--- src/rtl/forward_hazard_unit.sv ---
// forward_hazard_unit: EX-stage operand forwarding selects and load-use stall for the integer pipe
//   clk, rst_n      rising-edge clock, asynchronous active-low reset
//   hold            1 = freeze every register (memory wait)
//   flush           branch redirect, kills the ID instruction on its way into EX
//   id_*            ID-stage instruction: sources, use flags, destination, write/load flags
//   stall           combinational load-use stall toward fetch/decode
//   forward_a/b     registered EX operand selects: 2 = EX/MEM, 1 = write-back, 0 = register file
//   stall_count     saturating count of load-use stall cycles
module forward_hazard_unit #(
    parameter int RAW  = 5,
    parameter int CNTW = 16
) (
    input  logic            clk,
    input  logic            rst_n,
    input  logic            hold,
    input  logic            flush,
    input  logic            id_valid,
    input  logic [RAW-1:0]  id_rs,
    input  logic [RAW-1:0]  id_rt,
    input  logic            id_rs_used,
    input  logic            id_rt_used,
    input  logic [RAW-1:0]  id_rd,
    input  logic            id_we,
    input  logic            id_is_load,
    output logic            stall,
    output logic [1:0]      forward_a,
    output logic [1:0]      forward_b,
    output logic [CNTW-1:0] stall_count
);
    logic           ex_v, ex_we, ex_ld, mem_v, mem_we;
    logic [RAW-1:0] ex_rd, mem_rd;
    logic           ex_live, mem_live, bubble;
    logic [1:0]     fwd_a_nx, fwd_b_nx;
    always_comb begin
        ex_live  = ex_v && ex_we && ex_rd != '0;
        mem_live = mem_v && mem_we && mem_rd != '0;
        stall    = id_valid && ex_live && ex_ld && !flush &&
                   ((id_rs_used && id_rs == ex_rd) || (id_rt_used && id_rt == ex_rd));
        bubble   = flush || stall || !id_valid;
        // a matching EX load always stalls, so it never reaches EX as a 2'd2 source
        fwd_a_nx = (!id_rs_used || id_rs == '0) ? 2'd0 :
                   (ex_live && id_rs == ex_rd)   ? 2'd2 :
                   (mem_live && id_rs == mem_rd) ? 2'd1 : 2'd0;
        fwd_b_nx = (!id_rt_used || id_rt == '0) ? 2'd0 :
                   (ex_live && id_rt == ex_rd)   ? 2'd2 :
                   (mem_live && id_rt == mem_rd) ? 2'd1 : 2'd0;
    end
    always_ff @(posedge clk or negedge rst_n) begin
        if (!rst_n) begin
            ex_v        <= 1'b0;
            ex_rd       <= '0;
            ex_we       <= 1'b0;
            ex_ld       <= 1'b0;
            mem_v       <= 1'b0;
            mem_rd      <= '0;
            mem_we      <= 1'b0;
            forward_a   <= 2'd0;
            forward_b   <= 2'd0;
            stall_count <= '0;
        end else if (!hold) begin
            ex_v      <= !bubble;
            ex_rd     <= id_rd;
            ex_we     <= id_we;
            ex_ld     <= id_is_load;
            mem_v     <= ex_v;
            mem_rd    <= ex_rd;
            mem_we    <= ex_we;
            forward_a <= bubble ? 2'd0 : fwd_a_nx;
            forward_b <= bubble ? 2'd0 : fwd_b_nx;
            if (stall && stall_count != '1)
                stall_count <= stall_count + CNTW'(1);
        end
    end
endmodule
--- config.mk ---
export PLATFORM = sky130hd
export DESIGN_NAME = forward_hazard_unit
export DESIGN_NICKNAME = d
export VERILOG_FILES = /design/src/rtl/forward_hazard_unit.sv
export SDC_FILE = /design/constraint.sdc
export NUM_CORES = 1
export LEC_CHECK = 0
export BUFFER_PORTS_ARGS = -buffer_cell sky130_fd_sc_hd__buf_2
export CAP_MARGIN = 10
export CORE_MARGIN = 2
export CORE_UTILIZATION = 48
export CTS_CLUSTER_DIAMETER = 100
export DETAILED_ROUTE_END_ITERATION = 8
export PLACE_DENSITY_LB_ADDON = 0.05
export SYNTH_ARGS = -nofsm -noshare
export SYNTH_HDL_FRONTEND = slang
export SYNTH_SLANG_ARGS = --single-unit
--- constraint.sdc ---
create_clock -name clk -period 2.7 [get_ports clk]
set_clock_uncertainty 0.2 [all_clocks]
set_input_delay 0.405 -clock clk [delete_from_list [all_inputs] [get_ports clk]]
set_output_delay 0.405 -clock clk [all_outputs]
set_load 0.02 [all_outputs]
Word-level counts from Yosys, hierarchy flattened --
Index checks and enable logic that the tools add are counted.
Cells by class: muxes and demuxes 8, $add $sub $neg 1, bitwise operators 1, equality and inequality tests 5, reduce and logical (&&, ||, !) cells 30
Operators with widths (number):
- $eq 5x5->1 | 4
- $add 16x1->16 const B | 1
- $ne 16x16->1 const B | 1
- $logic_and 1x1->1 | 15
- $mux 2 | 6
- $logic_not 5->1 | 2
- $reduce_bool 5->1 | 2
- $logic_not 1->1 | 5
- $logic_or 1x1->1 | 5
- $mux 1 | 2
- $reduce_and 2->1 | 1
- $not 1->1 | 1
Storage, ports and cells: word-level logic and storage cells 55, bits of input ports 24, output and inout port bits 21, bits in registers 35

Longest topological paths before layout --
Gate-level depths: netlist of the first run.
depth in word-level cells 9, gate-level depth with buffers 8, gate-level depth less buffers 7

Worst setup path after synthesis of the first run --
No wires, ideal clock.
kind reg-to-reg, start reg stall_count[0], end reg stall_count[1], buffers on the path 1, path slack 0.586 ns, data required time 2.372 ns, data arrival time 1.786 ns, stages on the path, launching flop included 8, cells stage by stage dfrtp_1 > ha_1 > nand2_1 > nor2_1 > a41oi_1 > o211ai_2 > buf_6 > mux2_1
Between the ends: cells in the longest elaborated chain, start to end 3
Ends and longest elaborated chain:
- start: declaration | line 28 | output logic [CNTW-1:0] stall_count
- start signal: assignment | line 71 | stall_count <= stall_count + CNTW'(1);
- parallel branches: the longest is 3 deep, another holds $add 16x1->16
Several ways; the timed one is not identified. A chain may end at the register's enable or synchronous reset.

Worst setup path in the final report of the first run --
start reg ex_rd[1], end out stall
Between the ends: cells in the longest elaborated chain, start to end 6
Ends and longest elaborated chain:
- start: declaration | line 31 | logic [RAW-1:0] ex_rd, mem_rd;
- start signal: assignment | line 62 | ex_rd <= id_rd;
- $reduce_bool 5->1 | line 35 | ex_live = ex_v && ex_we && ex_rd != '0;
- $logic_and 1x1->1 | line 35
- $logic_and 1x1->1 (3 in series) | line 37 | stall = id_valid && ex_live && ex_ld && !flush &&
- $logic_and 1x1->1 * | line 37
- end: declaration | line 25 | output logic stall,
Mark *: on every way between the ends. The rest lies on a longest branch, timed or not.

==> results of run 1 <==
==> critical path: cells and delay by family (launching register included) <==
family / cells / cell delay [ns]
flops: 1 / 0.44
buf+inv: 2 / 0.31
simple gates: 2 / 0.48
xor+xnor: 1 / 0.17
compound gates: 1 / 0.20
==> cells in the final DEF (no fill, tap or decap), types with 5 or more instances in the layout <==
| cell | netlist | layout |
|---|---|---|
| buf_2 | 0 | 44 |
| clkbuf_8 | 0 | 5 |
| mux2_2 | 14 | 14 |
| nand2_1 | 13 | 13 |
| xor2_1 | 20 | 20 |
| dfrtp_1 | 35 | 35 |
| or4_1 | 5 | 5 |
| nand3_1 | 11 | 11 |
| nor2_1 | 13 | 13 |
| nor3_1 | 6 | 6 |
| xnor2_1 | 15 | 15 |
==> state kept, by name (all words and copies together), names as in the netlist <==
name         flops
mem_rd           5
forward_a        2
ex_v             1
ex_we            1
ex_rd            5
mem_v            1
stall_count     16
mem_we           1
ex_ld            1
forward_b        2
==> metal layers <==
| layer | GRT usage | up-vias | wire length (microns) | part of all wire |
|---|---|---|---|---|
| met3 | 0.0460 | 9 | 246 | 0.064 |
| met2 | 0.307 | 48 | 1870 | 0.48 |
| met4 | 0.0833 | 0 | 79 | 0.020 |
| li1 | - | 685 | - | - |
| met1 | 0.258 | 694 | 1660 | 0.43 |
| met5 | 0 | - | 0 | 0 |
==> kinds of logic after synthesis <==
family,count (synthesis),synth area share
buffers and inverters,8,0.0205
adders and majority gates,1,0.00683
AOI/OAI and AO/OA,13,0.0492
DFF,35,0.478
muxes,15,0.0922
and+or+nand+nor,63,0.186
xor gates and xnor gates,35,0.167
==> final cells by class <==
| type | instances | area (sq um) |
|---|---|---|
| clock inverters | 2 | 12.5 |
| inverters | 4 | 15.0 |
| multi-input cells | 127 | 918 |
| fillers | 320 | 1490 |
| well taps | 48 | 60.1 |
| flip-flops and latches | 35 | 876 |
| repair buffers | 44 | 220 |
| clock buffers | 6 | 72.6 |
==> through the flow <==
| stage | cells | worst slack [ns] | utilization |
|---|---|---|---|
| after floorplan | 170 | 0.586 | - |
| after global placement | 258 | 0.354 | 0.571 |
| after detailed placement | 258 | 0.315 | 0.571 |
| after CTS | 266 | 0.213 | 0.594 |
| after global routing | 266 | 0.0388 | 0.594 |
| final | 266 | 0.217 | 0.594 |
==> power by group through the flow <==
stage / registers, W / clock network (W) / logic (W)
5_1_grt: 0.000592 / 0.000406 / 0.000155
2_1_floorplan: 0.000586 / 0 / 0.0000932
3_3_place_gp: 0.000597 / 0 / 0.000134
6_report: 0.000588 / 0.000368 / 0.000139
3_5_place_dp: 0.000598 / 0 / 0.000140
4_1_cts: 0.000587 / 0.000377 / 0.000140
==> worst max-delay path by stage <==
stage,from,endpoint,slack (ns),cells past startpoint
global placement,stall_count[0],stall_count[13],0.35,7
detailed placement,stall_count[0],stall_count[13],0.32,7
global route,ex_rd[1],stall,0.04,6
finish,ex_rd[1],stall,0.22,6
floorplan,stall_count[0],stall_count[1],0.59,7
CTS,ex_rd[1],stall,0.21,6
==> impl_metrics.yaml, run 1 <==
run_status:
  status: "complete, but fails checks"
  violations: "hold timing"
worst_setup_path:
  cp_data_arrival_time_ns: 1.88
  r2r_slack_ns: 0.28
  slowest_delay_ns: 0.44
  worst_path_max_delay_cell: "dfrtp_1"
  path_class: "flop to output pin"
  cp-start-kind: "flop"
  r2r_start: "stall_count[0]"
  cp_max_fo: 5
  rr_worst_depth: 7
  crit_required_ns: 2.10
  crit_chain: "xnor2_1, nand2_1, nor4_2, o21ai_0, inv_1, buf_2"
  r2r-end: "stall_count[13]"
  crit_path_end_kind: "output pin"
cells_and_area:
  drive_gt1_frac: 0.330
  diodes: 0
  area_growth_pct: 18.7
  final_cell_area_sq_mm: 0.00217
  final_net_count: 242
routing:
  route.vias.total: 1436
  drtPass1Iterations: 4
  drc: 0
  ant_nets: 0
  avgRoutedWirePerCell_microns: 14.5
  routed_wirelength_microns: 3860
  drtIter0Drc: 88
  via_per_inst: 5.40
logic_synthesis:
  ys.flop_type: "dfrtp_1"
  yosysSeqAreaShare: 0.478
  yosysTopAreaCell: "dfrtp_1"
  yosysMostFrequentCell: "dfrtp_1"
  synth_area_sq_mm: 0.00183
  synth_area_leaders: "dfrtp_1 (48%), xor2_1 (9.6%), mux2_2 (8.6%), xnor2_1 (7.2%), nand3_1 (3.0%)"
  synth-seq-cells: 35
  syn_nets: 195
  avgSynthCellArea_sq_um: 10.8
  synth_edf_count: 0
  syn_inst: 170
  synth-warning-count: 0
  synth_common_cells: "dfrtp_1 (35), xor2_1 (20), xnor2_1 (15)"
  synthArstFlopShare: 1.00
  synth_cell_types: 30
  synth_top_area_frac: 0.478
place:
  gp_congestion: 0.799
  place_hpwl_microns: 2950
  placed_area_sq_mm: 0.00209
  portBuffers: 44
timing:
  min_period_over_period: 0.920
  relSlewSlack: 0.490
  hold_viol_final: 23
  final_max_slew_viol_count: 0
  tightest_slew_ns: 0.766
  finalSetupTns_ns: 0
  clock.fmax_mhz: 403
  setup_viol_count_final: 0
  rsz0062_at_grt: "no"
  min_period_ns: 2.48
  fin_hold_ws_ns: -0.0200
clock_network:
  cts.root.buffer_cell: "clkbuf_8"
  cts_tree: "built"
  clockBufferDepth: 2
  postCtsHoldBufs: 0
  path_clk_slew_ns: 0.08
  cts_resized: 0
  cts_sinks: 35
  postCtsSetupBuffers: 0
  cts_max_level: 2
  clock_latency_ns: 0.29
  cts_buffers: 5
pwr:
  comb_power_share: 0.127
  pwr-share-clk: 0.336
  switchingPower_w: 0.000291
  power_w: 0.00110
  sw_frac_of_total: 0.266
  seqPwrFrac: 0.537
  ir_drop_mv: 0.315
  leakage_nw: 1.07
  p_int_w: 0.000804
  power_density_mw_per_mm2: 504
floorplanning:
  fp.dieArea_sq_mm: 0.00433
  chipHeight_microns: 65.8
  core_area_sq_mm: 0.00366
  fp.dieW_microns: 65.8
  start_util: 0.500
  io_pins: 45
  rows: 22
grt:
  gr-total-overflow: 0
  grt_pass1_wl_microns: 6370
  antenna_found_initial: 0
  grt_max_degree: 36
  grt_pass1_vias: 1347
  grt_util_all_layers: 0.195
hold_path:
  worstHoldPathType: "input pin to async pin"
job:
  cap_violations: 0
No activity file was read; power rests on OpenSTA's default activity.
==> inputs of run 2 (changes only) <==
--- a/config.mk
+++ b/config.mk
@@ -5,7 +5,7 @@
 export SDC_FILE = /design/constraint.sdc
 export NUM_CORES = 1
 export LEC_CHECK = 0
-export BUFFER_PORTS_ARGS = -buffer_cell sky130_fd_sc_hd__buf_2
+export BUFFER_PORTS_ARGS = -buffer_cell sky130_fd_sc_hd__buf_4
 export CAP_MARGIN = 10
 export CORE_MARGIN = 2
 export CORE_UTILIZATION = 48
==> impl_metrics.yaml, run 2 (synthesis gave the netlist of run 1 again) <==
routing:
  routed_wirelength_microns: 3930
  ant_nets: 0
  route.vias.total: 1447
  avgRoutedWirePerCell_microns: 14.7
  drtPass1Iterations: 4
  drtIter0Drc: 98
  via_per_inst: 5.42
  drc: 0
clock_network:
  cts_sinks: 35
  postCtsSetupBuffers: 0
  path_clk_slew_ns: 0.07
  clockBufferDepth: 2
  cts_resized: 0
  clock_latency_ns: 0.29
  cts_max_level: 2
  postCtsHoldBufs: 1
  cts_buffers: 5
  cts_tree: "built"
  cts.root.buffer_cell: "clkbuf_8"
floorplanning:
  core_area_sq_mm: 0.00366
  start_util: 0.500
  chipHeight_microns: 65.8
  io_pins: 45
  rows: 22
  fp.dieArea_sq_mm: 0.00433
  fp.dieW_microns: 65.8
pwr:
  power_w: 0.00116
  leakage_nw: 1.11
  sw_frac_of_total: 0.253
  power_density_mw_per_mm2: 502
  seqPwrFrac: 0.506
  ir_drop_mv: 0.431
  comb_power_share: 0.131
  p_int_w: 0.000867
  pwr-share-clk: 0.363
  switchingPower_w: 0.000293
worst_setup_path:
  crit_required_ns: 2.70
  cp_data_arrival_time_ns: 2.49
  cp-start-kind: "flop"
  crit_path_end_kind: "flop"
  path_class: "flop to flop"
  cp_max_fo: 15
place:
  gp_congestion: 0.810
  dpl_worst_slack_ns: 0.257
  place_hpwl_microns: 2970
  portBuffers: 44
timing:
  setup_viol_count_final: 0
  clock.fmax_mhz: 402
  min_period_ns: 2.49
  rsz0062_at_grt: "no"
  finalSetupTns_ns: 0
  relSlewSlack: 0.501
  fin_hold_ws_ns: 0.139
  min_period_over_period: 0.922
  tightest_slew_ns: 0.746
  final_max_slew_viol_count: 0
  fin_ws_ns: 0.210
  hold_viol_final: 0
cells_and_area:
  diodes: 0
  drive_gt1_frac: 0.329
  fillers: 305
  largest_register_ffs: 16
  reg_top3: "stall_count (16), ex_rd (5), mem_rd (5)"
  largest-register: "stall_count"
  area_growth_pct: 26.1
  mostFrequentLayoutCells: "buf_4 (44), dfrtp_1 (35), xor2_1 (20)"
  final_net_count: 243
  final_util: 0.631
  ff_latch_area_sq_um: 876
  layout_commonest_cell: "buf_4"
  multiInputGateArea_sq_um: 918
hold_path:
  worstHoldPathType: "input pin to flop"
grt:
  antenna_found_initial: 0
  gr-total-overflow: 0
  grt_pass1_vias: 1380
  grt_pass1_wl_microns: 6470
  grt_max_degree: 36
  grt_util_all_layers: 0.200
run_status:
  status: "finished, final reports clean"
job:
  cap_violations: 0
## run 2: final timing paths
| check | from | endpoint | slack (ns) | cells after the start |
|---|---|---|---|---|
| worst min-delay path | id_rd[3] | ex_rd[3] | 0.14 | 2 |
| max in group asynchronous | rst_n | ex_rd[1] | 1.59 | 2 |
| worst max register to register | stall_count[0] | stall_count[13] | 0.21 | 7 |
| worst min register to register | forward_b[1] | forward_b[1] | 0.30 | 2 |
| min in group asynchronous | rst_n | stall_count[3] | 0.39 | 2 |
| worst max-delay path | stall_count[0] | stall_count[13] | 0.21 | 7 |
## run 2: worst max-delay path, stage by stage (launching register included)
cell and delay, ns:
dfrtp_1 0.43, ha_1 0.24, nand2_1 0.10, nor2_1 0.10, a41oi_1 0.38, o211ai_2 0.40, nor4_2 0.36, xor2_1 0.19
## run 2: area by class of cell
type | instances | share of cell area
Sequential cell | 35 | 0.379
Tap cell | 48 | 0.0260
Timing Repair Buffer | 45 | 0.147
Multi-Input combinational cell | 127 | 0.398
Inverter | 4 | 0.00650
Clock buffer | 8 | 0.0433
## run 2: metrics by stage
stage | area [sq um] | instances
6_report | 2310 | 267
5_1_grt | 2310 | 267
4_1_cts | 2310 | 267
3_5_place_dp | 2200 | 258
3_3_place_gp | 2200 | 258
2_1_floorplan | 1830 | 170
## run 2: metal layers
layer | vias to the layer above | global-route usage | wire (microns)
li1 | 692 | - | -
met1 | 701 | 0.265 | 1740
met2 | 42 | 0.302 | 1870
met3 | 12 | 0.0545 | 205
met4 | 0 | 0.0990 | 116
met5 | - | 0 | 0
## run 2: power groups by stage
stage	clock, W	sequential (W)	combinational [W]
5_1_grt	0.000455	0.000591	0.000168
3_5_place_dp	0	0.000597	0.000152
4_1_cts	0.000428	0.000587	0.000154
6_report	0.000421	0.000588	0.000152
3_3_place_gp	0	0.000597	0.000145
2_1_floorplan	0	0.000586	0.0000932
==> inputs of run 3 (changes only) <==
==> constraint.sdc (replaced) <==
create_clock -name clk -period 2.3 [get_ports clk]
set_clock_uncertainty 0.2 [all_clocks]
set_input_delay 0.345 -clock clk [delete_from_list [all_inputs] [get_ports clk]]
set_output_delay 0.345 -clock clk [all_outputs]
set_load 0.02 [all_outputs]
==> impl_metrics.yaml, run 3 (synthesis gave the netlist of run 1 again) <==
pwr:
  pwr-share-clk: 0.335
  switchingPower_w: 0.000369
  power_density_mw_per_mm2: 550
  leakage_nw: 1.16
  ir_drop_mv: 0.352
  p_int_w: 0.000966
  sw_frac_of_total: 0.276
  power_w: 0.00133
  seqPwrFrac: 0.519
  comb_power_share: 0.146
worst_setup_path:
  cp-start-kind: "flop"
  cp_data_arrival_time_ns: 1.65
  crit_path_end_kind: "output pin"
  crit_required_ns: 1.75
  cp_max_fo: 5
  path_class: "flop to output pin"
routing:
  routed_wirelength_microns: 4140
  avgRoutedWirePerCell_microns: 15.1
  drc: 0
  drtIter0Drc: 87
  ant_nets: 0
  drtPass1Iterations: 5
  via_per_inst: 5.42
  route.vias.total: 1490
clock_network:
  cts_tree: "built"
  cts_sinks: 35
  path_clk_slew_ns: 0.07
  cts.root.buffer_cell: "clkbuf_8"
  clockBufferDepth: 2
  clock_latency_ns: 0.29
  cts_max_level: 2
  cts_buffers: 5
floorplanning:
  fp.dieW_microns: 65.8
  start_util: 0.500
  fp.dieArea_sq_mm: 0.00433
  core_area_sq_mm: 0.00366
  rows: 22
  chipHeight_microns: 65.8
  io_pins: 45
cells_and_area:
  area_growth_pct: 32.6
  reg_top3: "stall_count (16), ex_rd (5), mem_rd (5)"
  ff_latch_area_sq_um: 880
  multiInputGateArea_sq_um: 972
  largest-register: "stall_count"
  mostFrequentLayoutCells: "buf_4 (51), dfrtp_1 (32), xor2_1 (19)"
  layout_commonest_cell: "buf_4"
  final_util: 0.663
  diodes: 0
  final_net_count: 251
  final_cell_area_sq_mm: 0.00243
  largest_register_ffs: 16
  drive_gt1_frac: 0.405
  fillers: 289
grt:
  grt_pass1_vias: 1437
  grt_max_degree: 36
  antenna_found_initial: 0
  grt_pass1_wl_microns: 6920
  grt_util_all_layers: 0.210
  gr-total-overflow: 0
timing:
  hold_viol_final: 0
  tightest_slew_ns: 0.436
  finalSetupTns_ns: 0
  fin_hold_ws_ns: 0.0844
  final_max_slew_viol_count: 0
  clock.fmax_mhz: 455
  relSlewSlack: 0.709
  min_period_ns: 2.20
  min_period_over_period: 0.955
  setup_viol_count_final: 0
place:
  placed_area_sq_mm: 0.00225
  portBuffers: 44
  gp_congestion: 0.800
  place_hpwl_microns: 3030
job:
  cap_violations: 0
run_status:
  status: "finished, final reports clean"
hold_path:
  worstHoldPathType: "input pin to flop"
run 3: worst max-delay path, cell delays in order (launching register included):
cell     delay, ns
dfrtp_2       0.48
xnor2_2       0.17
nand2_2       0.10
nor4_4        0.28
o21ai_1       0.11
inv_1         0.09
buf_4         0.14
run 3: area by class of cell:
cell class | instances | share of cell area
multi-input cells | 127 | 0.400
flip-flops and latches | 35 | 0.362
repair buffers | 53 | 0.170
clock buffers | 5 | 0.0283
well taps | 48 | 0.0247
clock inverters | 3 | 0.00824
inverters | 4 | 0.00618
run 3: timing repair:
item                                    in CTS  in global routing
hold buffers                                 1                  0
resized for setup                            4                  9
setup buffers                                3                  0
endpoints found under the setup margin       1                  6
pin swaps                                    1                  0
endpoints found under the hold margin       35                  0
run 3: metrics by stage:
stage / worst slack (ns) / cells
after global placement: 0.145 / 263
after detailed placement: 0.0849 / 263
final: 0.104 / 275
after global routing: -0.0355 / 275
after CTS: 0.0412 / 275
after floorplan: 0.186 / 170
run 3: routing by layer:
metal  vias up  part of all wire  track usage
met1       738              0.44        0.287
met4         0             0.016       0.0781
met3         7             0.047       0.0392
met5         -                 0            0
li1        704                 -            -
met2        41              0.50        0.333
run 3: worst paths after layout:
kind / cells past startpoint / slack (ns) / to / startpoint
worst min-delay path: 2 / 0.08 / ex_we / id_we
worst min register to register: 2 / 0.29 / forward_b[1] / forward_b[1]
worst max-delay path: 6 / 0.10 / stall / ex_rd[0]
min in group asynchronous: 2 / 0.34 / forward_a[0] / rst_n
max in group asynchronous: 2 / 1.23 / ex_rd[1] / rst_n
worst max register to register: 7 / 0.15 / stall_count[1] / stall_count[0]
run 3: power groups by stage:
stage | logic [W] | registers (W) | clock network (W)
after detailed placement | 0.000178 | 0.000701 | 0
after global placement | 0.000173 | 0.000700 | 0
after floorplan | 0.000109 | 0.000688 | 0
after global routing | 0.000216 | 0.000699 | 0.000484
after CTS | 0.000188 | 0.000690 | 0.000458
final | 0.000195 | 0.000693 | 0.000447
